==> config.mk <==
export PLATFORM = sky130hd
export DESIGN_NAME = pdp8_instr_fetch_decode
export DESIGN_NICKNAME = d
export VERILOG_FILES = /design/src/rtl/pdp8_pkg.sv /design/src/rtl/pdp8_instr_fetch_decode.sv
export SDC_FILE = /design/constraint.sdc
export NUM_CORES = 1
export LEC_CHECK = 0
export CAP_MARGIN = 20
export CORE_MARGIN = 1.5
export CORE_UTILIZATION = 39
export CTS_CLUSTER_DIAMETER = 80
export DETAILED_ROUTE_END_ITERATION = 8
export PLACE_DENSITY_LB_ADDON = 0.2
export SLEW_MARGIN = 20
export SYNTH_ARGS = -nofsm -noshare
export SYNTH_HDL_FRONTEND = slang
export SYNTH_SLANG_ARGS = --single-unit
==> constraint.sdc <==
create_clock -name clk -period 3.3 [get_ports clk]
set_input_delay 0.825 -clock clk [delete_from_list [all_inputs] [get_ports clk]]
set_output_delay 0.825 -clock clk [all_outputs]
set_load 0.02 [all_outputs]
==> src/rtl/pdp8_pkg.sv <==
`default_nettype none
// +--------------------------------------------------------------------------+
// | Module   : pdp8_pkg                                                      |
// | Purpose  : Opcode structures shared by the PDP-8 core.                  |
// | Revision : 1.0  initial release                                          |
// +--------------------------------------------------------------------------+
package pdp8_pkg;

    typedef struct packed {
        logic       AND;
        logic       TAD;
        logic       ISZ;
        logic       DCA;
        logic       JMS;
        logic       JMP;
        logic [8:0] mem_inst_addr;
    } pdp_mem_opcode_s;

    typedef struct packed {
        logic NOP;
        logic IAC;
        logic RAL;
        logic RTL;
        logic RAR;
        logic RTR;
        logic CML;
        logic CMA;
        logic CIA;
        logic CLL;
        logic CLA1;
        logic CLA_CLL;
        logic HLT;
        logic OSR;
        logic SKP;
        logic SNL;
        logic SZL;
        logic SZA;
        logic SNA;
        logic SMA;
        logic SPA;
        logic CLA2;
    } pdp_op7_opcode_s;

endpackage
`default_nettype wire

==> src/rtl/pdp8_instr_fetch_decode.sv <==
`default_nettype none
// +--------------------------------------------------------------------------+
// | Module   : pdp8_instr_fetch_decode                                       |
// | Purpose  : Fetches the word at PC over req/ack, decodes and presents it.|
// | Revision : 1.0  initial release                                          |
// +--------------------------------------------------------------------------+
module pdp8_instr_fetch_decode
    import pdp8_pkg::*;
#(
    parameter int                    ADDR_WIDTH    = 12,
    parameter int                    DATA_WIDTH    = 12,
    parameter logic [ADDR_WIDTH-1:0] START_ADDRESS = 'o200,
    parameter int                    FETCH_TIMEOUT = 15
) (
    input  logic                  clk,
    input  logic                  reset_n,
    input  logic                  stall,
    input  logic [ADDR_WIDTH-1:0] PC_value,
    output logic                  rd_req,
    output logic [ADDR_WIDTH-1:0] rd_addr,
    input  logic [DATA_WIDTH-1:0] rd_data,
    input  logic                  rd_ack,
    input  logic                  exec_done,
    output logic                  decode_valid,
    output logic [ADDR_WIDTH-1:0] base_addr,
    output pdp_mem_opcode_s       pdp_mem_opcode,
    output pdp_op7_opcode_s       pdp_op7_opcode,
    output logic                  illegal_op,
    output logic                  fetch_err
);

    localparam int c_CNT_W = $clog2(FETCH_TIMEOUT);

    typedef enum logic [1:0] {
        S_IDLE    = 2'd0,
        S_FETCH   = 2'd1,
        S_DECODE  = 2'd2,
        S_PRESENT = 2'd3
    } state_t;

    state_t                r_state;
    state_t                w_next;
    logic                  w_req;
    logic                  w_timeout;
    logic                  w_enter_fetch;
    logic [c_CNT_W-1:0]    r_cnt;
    logic                  r_gap;
    logic [DATA_WIDTH-1:0] r_word;
    logic [ADDR_WIDTH-1:0] r_rd_addr;
    logic [ADDR_WIDTH-1:0] r_base;
    pdp_mem_opcode_s       r_mem;
    pdp_op7_opcode_s       r_op7;
    logic                  r_illegal;
    logic                  r_fetch_err;
    logic [2:0]            w_opc;
    logic                  w_is_mem;
    logic                  w_illegal;
    logic [ADDR_WIDTH-1:0] w_base;
    pdp_mem_opcode_s       w_mem;
    pdp_op7_opcode_s       w_op7;

    always_ff @(posedge clk or posedge reset_n) begin
        if (reset_n) r_state <= S_IDLE;
        else         r_state <= w_next;
    end

    // r_gap forces one idle cycle on the bus before a timed-out read is re-issued
    always_comb begin
        w_next = r_state;
        w_req  = 1'b0;
        case (r_state)
            S_IDLE:    if (!stall) w_next = S_FETCH;
            S_FETCH: begin
                w_req = !stall && !r_gap;
                if (w_req && rd_ack) w_next = S_DECODE;
            end
            S_DECODE:  w_next = S_PRESENT;
            S_PRESENT: if (exec_done && !stall) w_next = S_FETCH;
            default:   w_next = S_IDLE;
        endcase
    end

    assign w_enter_fetch = (w_next == S_FETCH) && (r_state != S_FETCH);
    assign w_timeout     = w_req && !rd_ack && (r_cnt == c_CNT_W'(FETCH_TIMEOUT - 1));
    assign w_opc         = r_word[DATA_WIDTH-1 -: 3];

    always_comb begin
        w_mem     = '0;
        w_op7     = '0;
        w_illegal = 1'b0;
        w_is_mem  = (w_opc < 3'd6);
        w_base    = {{(ADDR_WIDTH-7){1'b0}}, r_word[6:0]};
        if (r_word[7]) w_base = {r_rd_addr[ADDR_WIDTH-1:7], r_word[6:0]};
        case (w_opc)
            3'd0: w_mem.AND = 1'b1;
            3'd1: w_mem.TAD = 1'b1;
            3'd2: w_mem.ISZ = 1'b1;
            3'd3: w_mem.DCA = 1'b1;
            3'd4: w_mem.JMS = 1'b1;
            3'd5: w_mem.JMP = 1'b1;
            3'd6: w_illegal = 1'b1;
            default: begin
                case (r_word[8:0])
                    9'o000:  w_op7.NOP     = 1'b1;
                    9'o001:  w_op7.IAC     = 1'b1;
                    9'o004:  w_op7.RAL     = 1'b1;
                    9'o006:  w_op7.RTL     = 1'b1;
                    9'o010:  w_op7.RAR     = 1'b1;
                    9'o012:  w_op7.RTR     = 1'b1;
                    9'o020:  w_op7.CML     = 1'b1;
                    9'o040:  w_op7.CMA     = 1'b1;
                    9'o041:  w_op7.CIA     = 1'b1;
                    9'o100:  w_op7.CLL     = 1'b1;
                    9'o200:  w_op7.CLA1    = 1'b1;
                    9'o300:  w_op7.CLA_CLL = 1'b1;
                    9'o402:  w_op7.HLT     = 1'b1;
                    9'o404:  w_op7.OSR     = 1'b1;
                    9'o410:  w_op7.SKP     = 1'b1;
                    9'o420:  w_op7.SNL     = 1'b1;
                    9'o430:  w_op7.SZL     = 1'b1;
                    9'o440:  w_op7.SZA     = 1'b1;
                    9'o450:  w_op7.SNA     = 1'b1;
                    9'o500:  w_op7.SMA     = 1'b1;
                    9'o510:  w_op7.SPA     = 1'b1;
                    9'o600:  w_op7.CLA2    = 1'b1;
                    default: w_illegal     = 1'b1;
                endcase
            end
        endcase
        if (w_is_mem) w_mem.mem_inst_addr = r_word[8:0];
    end

    always_ff @(posedge clk or posedge reset_n) begin
        if (reset_n) begin
            r_cnt       <= '0;
            r_gap       <= 1'b0;
            r_word      <= '0;
            r_rd_addr   <= '0;
            r_base      <= START_ADDRESS;
            r_mem       <= '0;
            r_op7       <= '0;
            r_illegal   <= 1'b0;
            r_fetch_err <= 1'b0;
        end else begin
            r_gap <= 1'b0;
            if (w_enter_fetch) begin
                r_rd_addr <= PC_value;
                r_cnt     <= '0;
            end else if (w_req) begin
                if (rd_ack) begin
                    r_word <= rd_data;
                    r_cnt  <= '0;
                end else if (w_timeout) begin
                    r_cnt       <= '0;
                    r_gap       <= 1'b1;
                    r_fetch_err <= 1'b1;
                end else begin
                    r_cnt <= r_cnt + c_CNT_W'(1);
                end
            end
            // base_addr only tracks memory-reference instructions
            if (r_state == S_DECODE) begin
                r_mem     <= w_mem;
                r_op7     <= w_op7;
                r_illegal <= w_illegal;
                if (w_is_mem) r_base <= w_base;
            end
        end
    end

    assign rd_req         = w_req;
    assign rd_addr        = r_rd_addr;
    assign decode_valid   = (r_state == S_PRESENT);
    assign base_addr      = r_base;
    assign pdp_mem_opcode = r_mem;
    assign pdp_op7_opcode = r_op7;
    assign illegal_op     = r_illegal;
    assign fetch_err      = r_fetch_err;

endmodule
`default_nettype wire

==> flow_summary.json <==
{
  "status": "complete, no violations",
  "grt-ovfl-total": 0,
  "setup-violations-final": 0,
  "drtAntennaViolNets": 0,
  "vias": 2670,
  "cp-end-kind": "output pin",
  "rr_worst_depth": 5,
  "cts_hold_buf": 0,
  "rsz0062_at_grt": "no",
  "cts_buffers": 9,
  "wl_met3_microns": 658,
  "dr.pass1.iters": 4,
  "layout_min_cycle_time_ns": 3.05,
  "synth_largest_area_cell": "dfrtp_1",
  "drcViolationCount": 0,
  "critPathRequiredTime_ns": 2.47,
  "insertion_delay_ns": 0.35,
  "hold_depth": 2,
  "htree_levels": 3,
  "placement.io_buffers": 93,
  "seq_area_frac_synth": 0.590,
  "cts_root_buffer": "clkbuf_8",
  "peakVddDrop_uv": 436,
  "start_kind": "input port",
  "synth_seq_cells": 82,
  "grt_usage": 0.175,
  "hold_class": "reg -> reg",
  "clkSlewWorstSetupHoldPaths_ns": 0.08,
  "clock_path_buffers": 2,
  "core-area_sq_mm": 0.00868,
  "drt-total-wl_microns": 8010,
  "fin_cells": 516,
  "max_cap_violations": 0,
  "finClkSkew_ns": 0.00859,
  "synth_area_per_cell_sq_um": 11.1,
  "grt_pass1_vias": 2696,
  "dp_slack_ns": 0.243,
  "rows": 34,
  "ys.flop_type": "dfrtp_1",
  "maxUsedRoutingLayer": "met4",
  "synth_top_area_frac": 0.583,
  "diodes": 0,
  "slew_headroom": 0.561,
  "io-pin-count": 94,
  "nets": 434,
  "place.gp.congestion": 0.802,
  "worstPathMaxFanout": 2,
  "post-route-period-util": 0.925,
  "cts_tree": "done",
  "power_density_mw_per_mm2": 808,
  "path_class": "in -> out",
  "met1_length_microns": 3540,
  "yosys_warnings": 0,
  "grt_max_degree": 56,
  "drv_slew": 0,
  "final-hold-violation-count": 0,
  "die_w_microns": 97.5,
  "synth_edf_count": 0,
  "layout-area-overhead-vs-synth_pct": 34.7,
  "synth_top_cells_by_area": "dfrtp_1, nand2_1, mux2_2",
  "wl_met2_microns": 3710,
  "vias_per_cell": 5.17,
  "dieArea_sq_mm": 0.00950,
  "drive_above_1_share": 0.130,
  "holdWs_ns": 0.465,
  "tightest_slew_ns": 0.658,
  "fin_tns_setup_ns": 0,
  "wl_per_cell_microns": 15.5,
  "p_leak_nw": 2.02,
  "cts_resized": 0,
  "max_freq_ghz": 0.327,
  "syn_area_sq_mm": 0.00348,
  "start_util": 0.401,
  "die_y_microns": 97.5,
  "synthArstFlopShare": 1.00,
  "grt_pass1_wl_microns": 13200,
  "cts_setup_buffers": 0,
  "place_hpwl_microns": 5570,
  "setup_ws_ns": 0.246,
  "power_mw": 3.79,
  "yosysUniqueCellTypes": 43,
  "netlist_instances": 314,
  "drtIter0Drc": 116,
  "numClockSinks": 82,
  "syn_nets": 345,
  "final_cell_mix": "clkdlybuf4s50_1, dfrtp_1, nand2_1",
  "timing.critical_path.arrival_ns": 2.23,
  "grt_antenna_before_repair": 0,
  "dp_cells": 500,
  "final_common_cell": "clkdlybuf4s50_1"
}
-- cells in the mapped netlist, types with 3 or more instances --
cell type	count
nand2_1	75
nor4_1	3
buf_2	5
o21ai_0	21
nor3b_1	3
nand3b_1	4
nand3_1	8
nor3_1	4
nand4_1	5
a22o_1	12
inv_1	3
nor4b_1	4
clkbuf_1	14
o41ai_1	3
nand2b_1	5
mux2_2	24
a21o_1	3
dfrtp_1	81
nor2_1	7
-- cell families (layout without fill, tap and decap cells) --
kind of cell / Yosys count / count (layout) / synth area share
multiplexers: 24 / 24 / 0.0777
adder cells (fa/ha/maj): 2 / 2 / 0.00719
AO/OA/AOI/OAI: 52 / 52 / 0.105
buffers and inverters: 24 / 118 / 0.0309
flip-flops: 82 / 82 / 0.590
XOR/XNOR: 2 / 2 / 0.00504
AND/OR/NAND/NOR: 128 / 128 / 0.184
-- report_power, final --
part	switching, mW	internal (mW)	total, mW	leakage (nW)
registers	0.404	1.31	1.71	1.05
logic	0.686	0.736	1.42	0.891
clock network	0.362	0.293	0.655	0.0786
total	1.45	2.34	3.79	2.02
-- path summary, 6_finish.rpt --
| path | start | end | slack, ns |
|---|---|---|---|
| setup / recovery | stall | rd_req | 0.25 |
| hold / removal | base_addr[7] | base_addr[7] | 0.46 |
| setup reg to reg | r_word[7] | illegal_op | 1.27 |
| hold reg to reg | base_addr[7] | base_addr[7] | 0.46 |
| max in group asynchronous | reset_n | pdp_op7_opcode[13] | 1.83 |
| min in group asynchronous | reset_n | rd_addr[9] | 0.81 |
-- per-stage QoR --
step	cell area, sq um	utilization
2_1_floorplan	3480	-
3_3_place_gp	4510	0.520
3_5_place_dp	4510	0.520
4_1_cts	4690	0.540
5_1_grt	4690	0.540
6_report	4690	0.540
-- registers in the layout (all words and copies together), names as in the netlist --
register	cells
r_word	12
r_state	2
fetch_err	1
r_gap	1
illegal_op	1
pdp_mem_opcode	15
rd_addr	12
base_addr	12
pdp_op7_opcode	22
r_cnt	4
-- layout make-up --
class | instances | area, sq um
Timing Repair Buffer | 99 | 988
Inverter | 3 | 12.5
Clock buffer | 12 | 145
Fill cell | 803 | 3990
Multi-Input combinational cell | 208 | 1320
Tap cell | 108 | 135
Sequential cell | 82 | 2050
Clock inverter | 4 | 27.5
-- metal layers --
metal | global-route usage | vias to the layer above
met3 | 0.0799 | 9
met1 | 0.211 | 1300
met4 | 0.0462 | 0
met5 | 0 | -
li1 | - | 1277
met2 | 0.284 | 84
-- critical path, cell delays in order --
cell	delay [ns]
clkdlybuf4s50_1	0.45
nor4b_4	0.30
clkdlybuf4s50_1	0.65
No activity file was read; power rests on OpenSTA's default activity.
